File: config.mk
export PLATFORM = sky130hd
export DESIGN_NAME = traffic_light_ctrl_flat
export DESIGN_NICKNAME = d
export VERILOG_FILES = /design/src/rtl/tl_pkg.sv /design/src/rtl/traffic_light_ctrl_if.sv /design/src/rtl/tl_tick_gen.sv /design/src/rtl/traffic_light_ctrl.sv /design/src/flat_wrapper.sv
export SDC_FILE = /design/constraint.sdc
export NUM_CORES = 1
export LEC_CHECK = 0
export CORE_MARGIN = 1.5
export CORE_UTILIZATION = 55
export CTS_BUF_LIST = sky130_fd_sc_hd__clkbuf_4 sky130_fd_sc_hd__clkbuf_8
export DETAILED_ROUTE_END_ITERATION = 8
export GPL_TIMING_DRIVEN = 0
export PLACE_DENSITY = 0.77
export SYNTH_ARGS = -nofsm -noshare
export SYNTH_HDL_FRONTEND = slang
export SYNTH_SLANG_ARGS = --single-unit
File: constraint.sdc
create_clock -name clk -period 2.8 [get_ports clk]
set_input_delay 0.56 -clock clk [delete_from_list [all_inputs] [get_ports clk]]
set_output_delay 0.56 -clock clk [all_outputs]
set_load 0.005 [all_outputs]
File: src/rtl/tl_pkg.sv
// Shared definitions for the two-road traffic light sequencer:
// phase encodings, lamp codes and the lamp decode helpers.
package tl_pkg;

  typedef enum logic [2:0] {
    S_MAIN_G = 3'd0,
    S_MAIN_Y = 3'd1,
    S_ALL_R1 = 3'd2,
    S_SIDE_G = 3'd3,
    S_SIDE_Y = 3'd4,
    S_ALL_R2 = 3'd5
  } tl_state_e;

  localparam logic [2:0] LAMP_R = 3'b100;
  localparam logic [2:0] LAMP_Y = 3'b010;
  localparam logic [2:0] LAMP_G = 3'b001;

  // Unlisted codes (including the illegal 6/7) fall to red.
  function automatic logic [2:0] main_lamp(input logic [2:0] s);
    case (s)
      S_MAIN_G: main_lamp = LAMP_G;
      S_MAIN_Y: main_lamp = LAMP_Y;
      default:  main_lamp = LAMP_R;
    endcase
  endfunction

  function automatic logic [2:0] side_lamp(input logic [2:0] s);
    case (s)
      S_SIDE_G: side_lamp = LAMP_G;
      S_SIDE_Y: side_lamp = LAMP_Y;
      default:  side_lamp = LAMP_R;
    endcase
  endfunction

endpackage

File: src/rtl/traffic_light_ctrl_if.sv
// Request inputs and lamp/debug outputs of the traffic light controller.
interface traffic_light_ctrl_if;
  logic       side_req;
  logic       ped_req;
  logic [2:0] main_light;
  logic [2:0] side_light;
  logic       walk;
  logic [2:0] phase;

  modport master (
    output side_req, ped_req,
    input  main_light, side_light, walk, phase
  );

  modport slave (
    input  side_req, ped_req,
    output main_light, side_light, walk, phase
  );
endinterface

File: src/rtl/tl_tick_gen.sv
// Timing prescaler: free-running modulo-CLK_PER_TICK counter, restarted by clr,
// producing a one-cycle tick once per period.
module tl_tick_gen #(
  parameter int CLK_PER_TICK = 1000
) (
  input  logic clk,
  input  logic rst_n,
  input  logic clr,
  output logic tick
);
  localparam int CW = $clog2(CLK_PER_TICK);
  localparam logic [CW-1:0] LAST = CW'(CLK_PER_TICK - 1);
  localparam logic [CW-1:0] TC   = CW'(CLK_PER_TICK - 2);

  logic [CW-1:0] cnt;

  always_ff @(posedge clk or negedge rst_n) begin
    if (!rst_n)                  cnt <= '0;
    else if (clr || cnt == LAST) cnt <= '0;
    else                         cnt <= cnt + CW'(1);
  end

  // Tick sits one count before wrap so the timer hits zero on the cycle
  // before the period ends and the phase change lands exactly on N periods.
  assign tick = (cnt == TC);

endmodule

File: src/rtl/traffic_light_ctrl.sv
// Two-road intersection sequencer: six-phase Moore FSM with tick-based phase
// timer, synchronised request inputs and a pending-service latch.
module traffic_light_ctrl
  import tl_pkg::*;
#(
  parameter int CLK_PER_TICK = 1000,
  parameter int GREEN_MIN    = 10,
  parameter int SIDE_GREEN   = 6,
  parameter int YELLOW       = 3,
  parameter int ALL_RED      = 1,
  parameter int TW           = 8
) (
  input  logic clk,
  input  logic rst_n,
  traffic_light_ctrl_if.slave bus
);

  logic            side_req_p0, side_req_p1;
  logic            ped_req_p0,  ped_req_p1;
  logic            req_sync;
  logic            pending;
  logic            tick;
  logic            done;
  logic            state_chg;
  logic [TW-1:0]   timer;
  tl_state_e       state, state_nxt;
  logic [2:0]      main_q, side_q;
  logic            walk_q;

  function automatic logic [TW-1:0] phase_dur(input tl_state_e s);
    case (s)
      S_MAIN_G:           phase_dur = TW'(GREEN_MIN);
      S_MAIN_Y, S_SIDE_Y: phase_dur = TW'(YELLOW);
      S_SIDE_G:           phase_dur = TW'(SIDE_GREEN);
      default:            phase_dur = TW'(ALL_RED);
    endcase
  endfunction

  // Stage p0/p1: two-flop synchronisers on the asynchronous request inputs
  always_ff @(posedge clk or negedge rst_n) begin
    if (!rst_n) begin
      side_req_p0 <= 1'b0;
      side_req_p1 <= 1'b0;
      ped_req_p0  <= 1'b0;
      ped_req_p1  <= 1'b0;
    end else begin
      side_req_p0 <= bus.side_req;
      side_req_p1 <= side_req_p0;
      ped_req_p0  <= bus.ped_req;
      ped_req_p1  <= ped_req_p0;
    end
  end

  assign req_sync = side_req_p1 | ped_req_p1;

  tl_tick_gen #(.CLK_PER_TICK(CLK_PER_TICK)) u_tick (
    .clk  (clk),
    .rst_n(rst_n),
    .clr  (state_chg),
    .tick (tick)
  );

  assign done = (timer == '0);

  always_comb begin
    state_nxt = state;
    case (state)
      S_MAIN_G: if (done && pending) state_nxt = S_MAIN_Y;
      S_MAIN_Y: if (done)            state_nxt = S_ALL_R1;
      S_ALL_R1: if (done)            state_nxt = S_SIDE_G;
      S_SIDE_G: if (done)            state_nxt = S_SIDE_Y;
      S_SIDE_Y: if (done)            state_nxt = S_ALL_R2;
      S_ALL_R2: if (done)            state_nxt = S_MAIN_G;
      default:                       state_nxt = S_ALL_R2;
    endcase
  end

  assign state_chg = (state_nxt != state);

  always_ff @(posedge clk or negedge rst_n) begin
    if (!rst_n) begin
      state   <= S_ALL_R2;
      timer   <= TW'(ALL_RED);
      pending <= 1'b0;
      main_q  <= LAMP_R;
      side_q  <= LAMP_R;
      walk_q  <= 1'b0;
    end else begin
      state <= state_nxt;
      if (state_chg)
        timer <= phase_dur(state_nxt);
      else if (tick && !done)
        timer <= timer - TW'(1);
      // Entering side green consumes the request, even if one is still present.
      if (state_chg && state_nxt == S_SIDE_G)
        pending <= 1'b0;
      else if (req_sync && state != S_SIDE_G)
        pending <= 1'b1;
      main_q <= main_lamp(state_nxt);
      side_q <= side_lamp(state_nxt);
      walk_q <= (state_nxt == S_SIDE_G);
    end
  end

  assign bus.main_light = main_q;
  assign bus.side_light = side_q;
  assign bus.walk       = walk_q;
  assign bus.phase      = state;

endmodule
File: src/flat_wrapper.sv
// flat-port wrapper written by rule: the top's interface ports become plain ports
module traffic_light_ctrl_flat import tl_pkg::*;
#(
  parameter int CLK_PER_TICK = 1000,
  parameter int GREEN_MIN    = 10,
  parameter int SIDE_GREEN   = 6,
  parameter int YELLOW       = 3,
  parameter int ALL_RED      = 1,
  parameter int TW           = 8
)
  (clk, rst_n, bus_side_req, bus_ped_req, bus_main_light, bus_side_light, bus_walk, bus_phase);
  traffic_light_ctrl_if bus_i ();
  input  logic clk;
  input  logic rst_n;
  input wire logic [$bits(bus_i.side_req)-1:0] bus_side_req;
  input wire logic [$bits(bus_i.ped_req)-1:0] bus_ped_req;
  output wire logic [$bits(bus_i.main_light)-1:0] bus_main_light;
  output wire logic [$bits(bus_i.side_light)-1:0] bus_side_light;
  output wire logic [$bits(bus_i.walk)-1:0] bus_walk;
  output wire logic [$bits(bus_i.phase)-1:0] bus_phase;
  assign bus_i.side_req = bus_side_req;
  assign bus_i.ped_req = bus_ped_req;
  assign bus_main_light = bus_i.main_light;
  assign bus_side_light = bus_i.side_light;
  assign bus_walk = bus_i.walk;
  assign bus_phase = bus_i.phase;
  traffic_light_ctrl #(.CLK_PER_TICK(CLK_PER_TICK), .GREEN_MIN(GREEN_MIN), .SIDE_GREEN(SIDE_GREEN), .YELLOW(YELLOW), .ALL_RED(ALL_RED), .TW(TW)) u_core (.clk(clk), .rst_n(rst_n), .bus(bus_i));
endmodule
==> flow_summary.toml <==
[status]
status = "completed"

[finish]
multi_input_area_um2 = 679.4
fill_cells = 215
area_growth_pct = 14.95
postLayoutCellArea_um2 = 1799
regArea_um2 = 832.0
antenna_cells = 0
drive_above_1_share = 0.1412
final_nets = 176

[clock_network]
cts_sinks = 33
numCtsBuffers = 5
clk_pin_slew_worst_paths_ns = 0.11
hold_buffers = 0
htreeDepth = 2
clk_latency_ns = 0.34
post_cts_buffers = 0
cts_resized = 0
cts-root-buf = "clkbuf_4"
cts_tree = "built"
cts.path.max_buffers = 2

[critical_path]
path_class = "flop to flop"
crit_slowest_cell = "a2111oi_4"
critical-path-max-stage-delay_ns = 0.60
start_kind = "flop"
path_cells = "inv_1 > ha_1 > nor3b_2 > a2111oi_4 > nand2_1 > xnor2_1 > mux2_2"
worstPathRequired_ns = 3.04
cp-end-kind = "flop"
cp_max_fo = 10
cp.arrival_ns = 2.51

[yosys]
synthFlopType = "dfrtp_1"
async_flop_share = 1.000
synth.most_common_cell = "dfrtp_1"
syn_inst = 149
synth-edff-count = 0
synth.largest_area_cell = "dfrtp_1"
synth_commonest_cells = "dfrtp_1, nor2_1, nand2_1, xor2_1, nand3_1"
synth.distinct_cells = 40
ys_warn_count = 0
syn_nets = 156
synth_area_um2 = 1565
synth_seq_area_share = 0.5316
synth.area.top_cells = "dfrtp_1, dfstp_2, nor2_1"
synth.top_cell.area_share = 0.4476
avgSynthCellArea_um2 = 10.51
ys_ff_latch = 33

[routing]
viasPerCell = 5.701
drt_iter0_drc = 40
ant_nets = 0
dr.pass1.iters = 4
drc_errors = 0
vias = 1146
wl_per_cell_um = 14.17
postRouteWirelength_mm = 2.848

[timing]
slew_headroom = 0.5380
fin_ws_ns = 0.5266
hold_viol_final = 0
timing.final.crit_share = 0.8119
tightest_slew_ns = 0.6930
min_period_ns = 2.273
rsz0062_at_grt = "no"
skew_ns = 0.01196
slew_violations = 0
max_freq_ghz = 0.4399
setup_violations = 0
final.setup.tns_ns = 0

[grt]
grtUsageMet1 = 0.2691
antenna_found_initial = 0
grt.met2_usage = 0.3613
grt_max_degree = 34
grt_pass1_wl_mm = 5.354
busiest_layer = "met2"
grt_usage = 0.2228
grt_pass1_vias = 1188
grt-ovfl-total = 0
grt.met3_usage = 0.05300

[place]
port_buffers = 13
pre_cts_ws_ns = 0.5439
placed_cell_area_um2 = 1734
place_congestion = 0.8492
dp_hpwl_mm = 1.925

[floorplanning]
io_pins = 14
core-area_um2 = 2734
die-area_um2 = 3175
die_height_um = 56.35
rows = 19
initial_utilization = 0.5725
die_x_um = 56.35

[power_and_ir_drop]
ir_worst_vdd_uv = 710.6
p_per_area_nw_per_um2 = 976.9
p_leak_nw = 0.7892

[job]
drv_cap = 0

[min_path]
hp-class = "input pin to asynchronous set/reset pin"
registers in the layout, summed over array words and instances (netlist names):
register,flops
u_core.ped_req_p0,1
u_core.u_tick.cnt,10
u_core.ped_req_p1,1
u_core.bus.side_light,3
u_core.bus.main_light,3
u_core.bus.phase,3
u_core.pending,1
u_core.side_req_p1,1
u_core.timer,8
u_core.side_req_p0,1
u_core.bus.walk,1
cells in the final DEF (no fill, tap or decap), types with 6 or more instances in the layout:
master,netlist,routed
inv_1,6,6
dfrtp_1,28,28
nor2_1,27,27
clkdlybuf4s50_1,0,12
a21oi_1,6,6
nand3_1,8,8
xor2_1,10,10
nand2_1,12,12
cell type report:
cell class              count  share of cell area
inverters                   6             0.01252
clock buffers               7             0.03616
multi-input cells         105              0.3776
plain buffers               5             0.01739
flip-flops and latches     33              0.4624
repair buffers             13             0.06954
clock inverters             1            0.002782
well taps                  31             0.02156
worst paths after layout:
path                                         startpoint                             end  slack, ns  cells past startpoint
max                         u_core.timer[0]$_DFFE_PN1P_     u_core.timer[3]$_DFFE_PN0P_       0.53                      7
min in group clk           u_core.side_req_p0$_DFF_PN0_    u_core.side_req_p1$_DFF_PN0_       0.36                      0
min reg2reg                u_core.side_req_p0$_DFF_PN0_    u_core.side_req_p1$_DFF_PN0_       0.36                      0
max in group asynchronous                         rst_n  u_core.u_tick.cnt[1]$_DFF_PN0_       2.09                      1
max reg2reg                 u_core.timer[0]$_DFFE_PN1P_     u_core.timer[3]$_DFFE_PN0P_       0.53                      7
min                                               rst_n       u_core.bus.walk$_DFF_PN0_       0.25                      1
power breakdown:
part,switching [mW],internal (mW)
Sequential,0.116,0.630
Clock,0.161,0.145
Combinational,0.363,0.344
Total,0.639,1.12
through the flow:
stage / utilization / std cells / total power, mW / hold WS, ns
final: 0.6581 / 201 / 1.758 / 0.2503
after global routing: 0.6581 / 201 / 1.909 / 0.2993
after CTS: 0.6600 / 201 / 1.772 / 0.3642
after detailed placement: 0.6343 / 193 / 1.457 / 0.3418
after global placement: 0.6343 / 193 / 1.430 / 0.3344
after floorplan: - / 149 / 1.210 / 0.2644
cells by family (layout without fill, tap and decap cells):
kind of cell             Yosys count  in the layout  synth area share
buffers and inverters             11             32           0.03437
adder cells (fa/ha/maj)            3              3           0.02398
AND/OR/NAND/NOR                   60             60            0.1863
AO/OA/AOI/OAI                     25             25            0.1255
XOR/XNOR                          15             15           0.08393
multiplexers                       2              2           0.01439
flip-flops                        33             33            0.5316
critical path: cells and delay by family (launching register included):
| kind | cells | cell delay (ns) |
|---|---|---|
| and+or+nand+nor | 2 | 0.35 |
| muxes | 1 | 0.25 |
| DFF | 1 | 0.55 |
| adders and majority gates | 1 | 0.22 |
| xor gates and xnor gates | 1 | 0.14 |
| buffers and inverters | 1 | 0.06 |
| AOI/OAI and AO/OA | 1 | 0.60 |
per-layer routing:
metal / vias to the layer above / share of wire / wire [µm]
li1: 553 / - / -
met1: 556 / 0.43 / 1232
met2: 29 / 0.50 / 1437
met3: 8 / 0.045 / 128
met4: 0 / 0.018 / 51
met5: - / 0 / 0
Note: power is estimated with default switching activity, not from simulation.
==> variant (same flow settings) <==
`TW` is set to 8 in 2 places; all go to 9.
--- a/src/rtl/traffic_light_ctrl.sv
+++ b/src/rtl/traffic_light_ctrl.sv
@@ -8,7 +8,7 @@
   parameter int SIDE_GREEN   = 6,
   parameter int YELLOW       = 3,
   parameter int ALL_RED      = 1,
-  parameter int TW           = 8
+  parameter int TW           = 9
 ) (
   input  logic clk,
   input  logic rst_n,
--- a/src/flat_wrapper.sv
+++ b/src/flat_wrapper.sv
@@ -6,7 +6,7 @@
   parameter int SIDE_GREEN   = 6,
   parameter int YELLOW       = 3,
   parameter int ALL_RED      = 1,
-  parameter int TW           = 8
+  parameter int TW           = 9
 )
   (clk, rst_n, bus_side_req, bus_ped_req, bus_main_light, bus_side_light, bus_walk, bus_phase);
   traffic_light_ctrl_if bus_i ();
Formal check against the unedited RTL: same outputs for any inputs over 10 cycles, from zero or initial values and one cycle with rst_n low; that may be too few to reach the edited logic, so the function may still have changed.
==> variant against the unedited design <==
  * Non-clock buffer count increased by 1
  * Design area increased by 6.6%
  * Via count is 3.7% higher
  * Worst setup slack gained 0.077 ns
  * Synthesized area rose by 8.0%
  * Sequential power is 0.7% higher
  * Clock skew shrank 0.0050 ns
  * Wire length grew 5.1%
  * Power up 7.7%
  * Fmax grew 3.5%
  * Combinational power increased by 20%
  * Sequential cell count rose by 1
  * Largest power group is now combinational logic
==> variant: results (changes against the unedited design) <==
cells_and_area:
  top_regs: "u_core.u_tick.cnt: 10 flops, u_core.timer: 9 flops"
  nFillCells: 218  # +1.4%
  drive_gt1_share_pct: 16.8  # +2.6 points
  n_antenna_cell: 0  # unchanged
  nets: 186  # +5.7%
place:
  pre_cts_slack_ns: 0.604  # +0.0597 ns
  postPlaceCellArea_um2: 1850  # +6.9%
  gp_congestion: 0.809  # -4.7%
  place_inst: 202  # +4.7%
  hpwlAfterDp_um: 2170  # +13%
  numPortBuffers: 13  # unchanged
timing:
  tightest_slew_ns: 0.727  # +0.0341 ns
  fin_worst_skew_ns: 0.00691  # -0.00505 ns
clocking:
  clockRootBuffer: "clkbuf_4"
  h-tree-depth: 2  # unchanged
  post_cts_resize_count: 0  # unchanged
  clk_latency_ns: 0.34  # about the same
  postCtsSetupBuffers: 0  # unchanged
  cts_max_path_buffers: 2  # unchanged
  path_clk_slew_ns: 0.10
  cts_buffers: 5  # unchanged
power_and_ir_drop:
  p_leak_nw: 0.847  # +7.3%
  peakVddDrop_mv: 0.623  # -12%
grt:
  grt_use_total_pct: 20.9  # -1.4 points
  grt_pass1_wl_um: 5250  # -1.9%
  grt_max_degree: 35  # +2.9%
  antenna_found_initial: 0  # unchanged
logic_synthesis:
  synthXorXnorAreaFrac_pct: 8.81  # +0.42 points
  synth-compound-area-share_pct: 9.40  # -3.1 points
  synth_top_flop_cell: "dfrtp_1"
  yosysWarningCount: 0  # unchanged
  synth_edf_count: 0  # unchanged
  synthTopCellsByArea: "dfrtp_1, dfstp_2, xnor2_1"
  synthArstFlopShare_pct: 100  # unchanged
  ys_types: 42  # +5.0%
  synth_nets: 166  # +6.4%
  ys_seq_area_share_pct: 50.7  # -2.5 points
  synth_fa_ha_area_share_pct: 2.96  # +0.56 points
  synthTopCellsByCount: "dfrtp_1, nor2_1, xnor2_1"
  syn_inst: 158  # +6.0%
  synthMuxAreaShare_pct: 1.26  # -0.18 points
worst_setup_path:
  slowest_stage: "nor4b_1"
  crit_fanout: 10  # unchanged
  critPathMaxStageDelay_ns: 0.53  # -0.07 ns
  arrival_ns: 2.43  # -0.08 ns
detailed_routing:
  via_per_inst: 5.66  # -0.78%
  wirelength_um: 2990  # +5.1%
  via_count: 1188  # +3.7%
  drc: 0  # unchanged
  drt_iter0_markers: 99  # +150%
  first_pass_iters: 4  # unchanged
outcome:
  status: "completed"
hold_path:
  hold_path.class: "input pin to async pin"
variant: cell count changes after synthesis, sizes merged, moves of 3 or more:
cell   before  now
or3         0    4
nor3        2    5
xor2       10    5
nor4        1    4
xnor2       5   12
nand3       8    5
variant: worst paths after layout:
kind                              startpoint                       end  slack [ns]  depth (start not counted)
min in group clk           u_core.ped_req_p0         u_core.ped_req_p1        0.35                          0
hold reg to reg            u_core.ped_req_p0         u_core.ped_req_p1        0.35                          0
setup reg to reg             u_core.timer[0]           u_core.timer[1]        0.60                          8
setup / recovery             u_core.timer[0]           u_core.timer[1]        0.60                          8
hold / removal                         rst_n  u_core.bus.main_light[0]        0.26                          1
max in group asynchronous              rst_n        u_core.side_req_p1        2.07                          1
variant: critical path, delay by kind of cell, from the launching register on:
| kind | cells | cell delay [ns] |
|---|---|---|
| AND/OR/NAND/NOR | 2 | 0.80 |
| AO/OA/AOI/OAI | 3 | 0.47 |
| flip-flops | 1 | 0.39 |
| adder cells (fa/ha/maj) | 1 | 0.15 |
| buffers and inverters | 2 | 0.28 |
variant: metal layers:
layer / wire, um / global-route usage (%) / vias up
li1: - / - / 576
met1: 1390 / 28.2 / 579
met2: 1390 / 31.0 / 27
met3: 158 / 7.47 / 6
met4: 53 / 7.64 / 0
met5: 0 / 0 / -
variant: final cells by class:
type | instances | area [um2] | share of cell area, %
sequential | 34 | 857 | 44.7
buffer | 6 | 46.3 | 2.41
clock inverter | 1 | 5.00 | 0.261
inverter | 7 | 26.3 | 1.37
tap | 31 | 38.8 | 2.02
multi-input combinational | 111 | 761 | 39.7
clock buffer | 7 | 58.8 | 3.07
timing repair buffer | 13 | 125 | 6.52
variant: where the power goes:
group	internal (mW)	total (mW)	switching [mW]
registers	0.644	0.750	0.106
logic	0.387	0.849	0.463
clock network	0.131	0.293	0.161
total	1.16	1.89	0.730
